## src/rtl/divider.sv

```systemverilog
// rtl/divider.sv - sequential restoring unsigned divider, one quotient bit per clock
module divider #(
    parameter int BITS = 4
) (
    input  logic            i_clock,
    input  logic            i_reset,
    input  logic            i_start,
    input  logic [BITS-1:0] i_dividend,
    input  logic [BITS-1:0] i_divisor,
    output logic            o_busy,
    output logic            o_finished,
    output logic [BITS-1:0] o_quotient,
    output logic [BITS-1:0] o_remainder,
    output logic            o_divide_by_zero
);

    localparam int CW = $clog2(BITS + 1);
    localparam logic [CW-1:0] COUNT_INIT = CW'(BITS);
    localparam logic [CW-1:0] COUNT_LAST = CW'(1);

    typedef enum logic [1:0] {
        IDLE,
        DIVIDE,
        DONE
    } state_t;

    state_t          state;
    state_t          state_next;
    logic [BITS-1:0] d_reg;
    logic [BITS-1:0] q_reg;
    // Partial remainder between steps is always below D, so its top bit is
    // only needed transiently inside the shift/compare.
    logic [BITS-1:0] r_reg;
    logic [CW-1:0]   count;
    logic            dz_reg;

    logic            accept;
    logic [BITS:0]   r_shift;
    logic            fits;
    logic [BITS-1:0] r_step;
    logic [BITS-1:0] q_step;

    always_comb begin
        accept  = (state == IDLE) && i_start;
        r_shift = {r_reg, q_reg[BITS-1]};
        fits    = r_shift >= {1'b0, d_reg};
        r_step  = fits ? BITS'(r_shift - {1'b0, d_reg}) : r_shift[BITS-1:0];
        q_step  = {q_reg[BITS-2:0], fits};
    end

    always_ff @(posedge i_clock) begin
        if (!i_reset) begin
            state <= IDLE;
        end else begin
            state <= state_next;
        end
    end

    always_comb begin
        state_next = state;
        case (state)
            IDLE: begin
                if (i_start) begin
                    state_next = DIVIDE;
                end
            end
            DIVIDE: begin
                if (count == COUNT_LAST) begin
                    state_next = DONE;
                end
            end
            DONE: begin
                state_next = IDLE;
            end
            default: begin
                state_next = IDLE;
            end
        endcase
    end

    // A zero divisor spends a single idle step in DIVIDE so its result is
    // presented one cycle after acceptance, with the saturated quotient.
    always_ff @(posedge i_clock) begin
        if (!i_reset) begin
            d_reg  <= '0;
            q_reg  <= '0;
            r_reg  <= '0;
            count  <= '0;
            dz_reg <= 1'b0;
        end else if (accept) begin
            d_reg  <= i_divisor;
            dz_reg <= 1'b0;
            if (i_divisor == '0) begin
                q_reg <= '1;
                r_reg <= i_dividend;
                count <= COUNT_LAST;
            end else begin
                q_reg <= i_dividend;
                r_reg <= '0;
                count <= COUNT_INIT;
            end
        end else if (state == DIVIDE) begin
            count <= count - COUNT_LAST;
            if (d_reg == '0) begin
                dz_reg <= 1'b1;
            end else begin
                r_reg <= r_step;
                q_reg <= q_step;
            end
        end
    end

    assign o_busy           = (state != IDLE);
    assign o_finished       = (state == DONE);
    assign o_quotient       = q_reg;
    assign o_remainder      = r_reg;
    assign o_divide_by_zero = dz_reg;

endmodule
```

## config.mk

```make
export PLATFORM = sky130hd
export DESIGN_NAME = divider
export DESIGN_NICKNAME = d
export VERILOG_FILES = /design/src/rtl/divider.sv
export SDC_FILE = /design/constraint.sdc
export NUM_CORES = 1
export LEC_CHECK = 0
export CORE_MARGIN = 2
export CORE_UTILIZATION = 25
export DETAILED_ROUTE_END_ITERATION = 8
export HOLD_SLACK_MARGIN = 0.02
export SYNTH_ARGS = -nofsm -noshare
export SYNTH_HDL_FRONTEND = slang
export SYNTH_SLANG_ARGS = --single-unit
export TNS_END_PERCENT = 10
```

## constraint.sdc

```tcl
create_clock -name i_clock -period 4.45 [get_ports i_clock]
set_clock_uncertainty 0.1 [all_clocks]
set_input_delay 0.6675 -clock i_clock [delete_from_list [all_inputs] [get_ports i_clock]]
set_output_delay 0.6675 -clock i_clock [all_outputs]
set_load 0.01 [all_outputs]
```

==> impl_metrics.ini, run 1 <==
[critical_path]
worstPathCellList = clkdlybuf4s50_1 > or3b_1 > o21ai_2 > o21ai_0 > a41oi_1
cp_top_family = simple AND/OR/NAND/NOR gates
r2r-end = o_remainder[0]
r2r_setup_slack_ns = 2.38
path_buf_inv = 1
cp-end-kind = register
r2r_start = d_reg[1]
arrival_ns = 2.41
cpPeakStageDelay_ns = 0.67
critPathLaunchType = input port
cp_slowest_cell = or3b_1
required_ns = 4.52
path_max_fanout = 18
critPathKind = in -> reg
path_depth = 5
r2r_cells = 6

[routing]
drt.antenna.violating_nets = 0
finalWirelength_mm = 2.58
drt-initial-drc-count = 55
drc_errors = 0
drtPass1Iterations = 4
wl_per_cell_um = 12.9
num_vias = 960
via_per_inst = 4.80

[clock_network]
clkSlewWorstSetupHoldPaths_ns = 0.07
cts_made_buffers = 3
clock_path_buffers = 2
clock-sinks = 18
postCtsHoldBufs = 0
cts-root-buf = clkbuf_8
htreeDepth = 1
cts_resized = 0
insertion_delay_ns = 0.25
post_cts_buffers = 0
cts_tree = done

[floorplanning]
die_width_um = 69.8
rows = 23
ios = 22
dieArea_mm2 = 0.00488
die_h_um = 69.8
start_util_pct = 26.5
coreArea_mm2 = 0.00409

[grt]
grt_pass1_vias = 955
track_usage_pct = 10.8
antenna_found_initial = 0
grt_max_degree = 19
grt_pass1_wl_mm = 4.27
overflow = 0

[placed_design]
gp_congestion = 0.807
dp_hpwl_mm = 2.03
post_dp_cell_area_mm2 = 0.00133
io_buffer_count = 21
dp_cells = 196

[timing]
fmax_ghz = 0.427
worstMarginPinSlew_ns = 0.738
setup_viol_count_final = 0
tns_ns = 0
slew_viol_final = 0
finalHoldViolCount = 0
fin_crit_sh_pct = 52.6
rsz0062_at_grt = no
slew_headroom_pct = 50.8
min_period_ns = 2.34

[cells_and_area]
stdcell_count = 200
finalNetCount = 169
seqCellArea_um2 = 360
antennaDiodeCount = 0
num-fill-cells = 437
drive_gt1_share_pct = 8.00
multiInputGateArea_um2 = 664
syn_to_final_growth_pct = 27.9
final_area_mm2 = 0.00139

[logic_synthesis]
ys_seq_area_share_pct = 33.3
synth_nets = 147
yosys.area.top_type = dfxtp_1
synth.most_common_cell = dfxtp_1
avgSynthCellArea_um2 = 8.40
synthTopCellsByCount = dfxtp_1 (18), nand2_1 (16), o21ai_0 (14)
yosysWarnings = 0
synth_flop_cell = dfxtp_1
syn_area_mm2 = 0.00108
synth.area.top_cells = dfxtp_1 (33%), ha_1 (6.9%), o21ai_0 (6.5%)
synth.distinct_cells = 38
netlist_instances = 129
synth_top_area_share_pct = 33.3
ys_async_sr_fraction_pct = 0
synth_edf_count = 0
ys_ff_latch = 18

[run_status]
status = completed

[worst_hold_path]
hp-start = o_quotient[0]
hold_path_depth = 2
hold_end = o_quotient[0]
hold_class = reg -> reg

[power]
leakage_nw = 0.530
p_per_area_mw_per_mm2 = 352
ir_drop_mv = 0.123

[flow_run]
timing.max_cap.violations = 0
report_power, final:
| group | internal [mW] | total (mW) | switching [mW] |
|---|---|---|---|
| Sequential | 0.177 | 0.194 | 0.0167 |
| Combinational | 0.0755 | 0.160 | 0.0850 |
| Clock | 0.0786 | 0.133 | 0.0543 |
| Total | 0.332 | 0.488 | 0.156 |
worst max path at each step:
stage,from,endpoint,slack (ns)
2_1_floorplan,i_divisor[1],o_remainder[0],2.69
4_1_cts,i_start,o_remainder[0],2.13
3_3_place_gp,i_start,o_remainder[0],1.99
5_1_grt,i_start,o_remainder[2],2.03
6_report,i_start,o_remainder[0],2.11
3_5_place_dp,i_start,o_remainder[0],1.87
metal layers:
layer / part of all wire, % / GRT usage [%] / up-vias
li1: - / - / 504
met1: 46 / 12.9 / 434
met2: 49 / 18.9 / 20
met3: 4.3 / 2.76 / 2
met4: 0.81 / 2.99 / 0
met5: 0 / 0 / -
per-stage QoR:
step           total power [mW]  setup slack (ns)  util (%)  hold slack, ns
2_1_floorplan             0.301              2.69         -           0.363
3_3_place_gp              0.351              1.99      32.6           0.376
3_5_place_dp              0.357              1.87      32.6           0.390
4_1_cts                   0.490              2.13      33.9           0.411
5_1_grt                   0.517              2.03      33.9           0.447
6_report                  0.488              2.11      33.9           0.405
cell families after synthesis:
| group | count (synthesis) | synth area share (%) |
|---|---|---|
| simple gates | 47 | 25.5 |
| fa+ha+maj | 7 | 8.78 |
| xor+xnor | 1 | 0.808 |
| flops | 18 | 33.3 |
| buf+inv | 13 | 5.43 |
| compound gates | 41 | 24.4 |
| mux | 2 | 1.85 |
worst min-delay path, cell delays in order, from the launching register on:
cell and delay [ns]:
dfxtp_1 0.32, nand2_1 0.06, a31oi_1 0.07
area by class of cell:
class	count	share of cell area (%)
Inverter	9	2.44
Clock buffer	4	3.97
Sequential cell	18	26.0
Timing Repair Buffer	21	15.2
Tap cell	50	4.51
Multi-Input combinational cell	98	47.9
placed cells by master (no fill, tap or decap), drive strengths merged, types with 2 or more instances in the layout:
| cell | n |
|---|---|
| nor3 | 2 |
| o31a | 2 |
| mux2i | 2 |
| nand2 | 16 |
| and2 | 2 |
| o21a | 4 |
| clkdlybuf4s50 | 21 |
| a21oi | 6 |
| nor2b | 2 |
| inv | 9 |
| or2 | 2 |
| nand4 | 4 |
| a21boi | 4 |
| and2b | 2 |
| o21ai | 16 |
| clkbuf | 4 |
| a41oi | 3 |
| dfxtp | 18 |
| o211ai | 2 |
| nor2 | 10 |
| ha | 6 |
Power figures use the tool's default switching activity.
==> run 2, diff against run 1 <==
Clock period 4.45 ns to 2.4 ns, I/O delays scaled along.
==> run 2 against run 1 <==
Sequential cell count unchanged. Final area increased by 1.6%. Sequential power grew 86%. Core utilization up 0.55 points. Critical endpoint is now o_remainder[1].
==> impl_metrics.ini, run 2 (same netlist as run 1, synthesis figures left out) <==
[cells_and_area]
drive_gt1_share_pct = 9.80
syn_to_final_growth_pct = 30.0
multiInputGateArea_um2 = 664
finalNetCount = 172
num-fill-cells = 431
seqCellArea_um2 = 360
antennaDiodeCount = 0
stdcell_count = 203
final_cell_mix = clkdlybuf4s50_1 (21), dfxtp_1 (18), nand2_1 (16)
final_common_cell = clkdlybuf4s50_1
final_core_util_pct = 34.5

[critical_path]
cp-end-kind = register
worstPathCellList = inv_1 > ha_1 > nor2b_1 > o31ai_1 > nand4_1 > a41oi_1
critPathLaunch = d_reg[1]
path_max_fanout = 4
cp_top_family = compound AO/OA/AOI/OAI gates
r2r_cells = 6
cpPeakStageDelay_ns = 0.48
arrival_ns = 2.13
cp_slowest_cell = o31ai_1
critPathLaunchType = register
r2r_setup_slack_ns = 0.36
required_ns = 2.49
path_buf_inv = 1
cp-endpoint = o_remainder[1]
path_depth = 6
critPathKind = reg -> reg
r2r-end = o_remainder[1]
r2r_start = d_reg[1]

[clock_network]
post_cts_buffers = 0
htreeDepth = 1
cts-root-buf = clkbuf_8
cts_tree = done
clock_path_buffers = 2
clock-sinks = 18
postCtsHoldBufs = 0
cts_resized = 0
clkSlewWorstSetupHoldPaths_ns = 0.07
cts_made_buffers = 3
insertion_delay_ns = 0.27

[timing]
finalHoldViolCount = 0
slew_headroom_pct = 56.8
fmax_ghz = 0.490
rsz0062_at_grt = no
slew_viol_final = 0
worstMarginPinSlew_ns = 0.647
fin_crit_sh_pct = 85.1
min_period_ns = 2.04
setup_viol_count_final = 0
tns_ns = 0

[power]
p_per_area_mw_per_mm2 = 657
finalPower_mw = 0.925
ir_drop_mv = 0.189
leakage_nw = 0.544

[grt]
met2_usage_pct = 18.9
grt_pass1_vias = 984
grt_pass1_wl_mm = 4.43
overflow = 0
globalRouteMet3Util_pct = 2.18
use_met1_pct = 14.7
track_usage_pct = 11.6
gr-max-usage-layer = met2
grt_max_degree = 15
antenna_found_initial = 0

[floorplanning]
die_width_um = 69.8
dieArea_mm2 = 0.00488
ios = 22
rows = 23
coreArea_mm2 = 0.00409
die_h_um = 69.8
start_util_pct = 26.5

[run_status]
status = completed

[placed_design]
dp_hpwl_mm = 2.11
gp_congestion = 0.780
dp_cells = 199
io_buffer_count = 21

[routing]
drt-initial-drc-count = 61
drc_errors = 0
via_per_inst = 5.08
num_vias = 1032
drt.antenna.violating_nets = 0
wl_per_cell_um = 13.4
drtPass1Iterations = 4
finalWirelength_mm = 2.73

[worst_hold_path]
hold_class = reg -> reg

[flow_run]
timing.max_cap.violations = 0
[run 2: cell count changes in the layout (fill, tap and decap cells not counted), sizes merged]
| cell | change |
|---|---|
| buf | +3 |
[run 2: tightest hold or removal path, cell delays in order, from the launching register on]
cell and delay (ns):
dfxtp_1 0.33, nand2_1 0.06, a31oi_1 0.07
[run 2: through the flow]
stage / hold WS [ns] / setup slack, ns / cell area (um2)
6_report: 0.403 / 0.358 / 1410
5_1_grt: 0.438 / 0.206 / 1410
4_1_cts: 0.410 / 0.369 / 1410
3_5_place_dp: 0.390 / 0.233 / 1350
3_3_place_gp: 0.378 / 0.311 / 1350
2_1_floorplan: 0.363 / 0.677 / 1080
[run 2: worst min path at each step]
stage,start,end,slack [ns],cells after the start
3_3_place_gp,count[2],count[2],0.38,1
6_report,o_quotient[0],o_quotient[0],0.40,2
2_1_floorplan,count[2],count[2],0.36,1
3_5_place_dp,o_divide_by_zero,o_divide_by_zero,0.39,2
5_1_grt,count[2],count[2],0.44,1
4_1_cts,o_quotient[0],o_quotient[0],0.41,2
[run 2: area by class of cell]
cell class / instances / area share [%]
clock buffers: 4 / 3.91
multi-input cells: 98 / 47.2
inverters: 9 / 2.40
flip-flops and latches: 18 / 25.6
repair buffers: 24 / 16.5
well taps: 50 / 4.44
[run 2: routing by layer]
| layer | wire (um) | share of wire (%) | vias to the layer above |
|---|---|---|---|
| li1 | - | - | 513 |
| met1 | 1250 | 46 | 473 |
| met2 | 1310 | 48 | 43 |
| met3 | 133 | 4.9 | 3 |
| met4 | 38 | 1.4 | 0 |
| met5 | 0 | 0 | - |
[run 2: power by group]
group	internal [mW]	total (mW)	switching, mW
clock network	0.146	0.262	0.115
logic	0.144	0.304	0.160
registers	0.329	0.360	0.0307
total	0.619	0.925	0.306
==> run 3, diff against run 2 <==
Settings changed: TNS_END_PERCENT 10 to default.
==> results of run 3 <==
No change in the layout: final DEF, timing and power equal those of run 2.
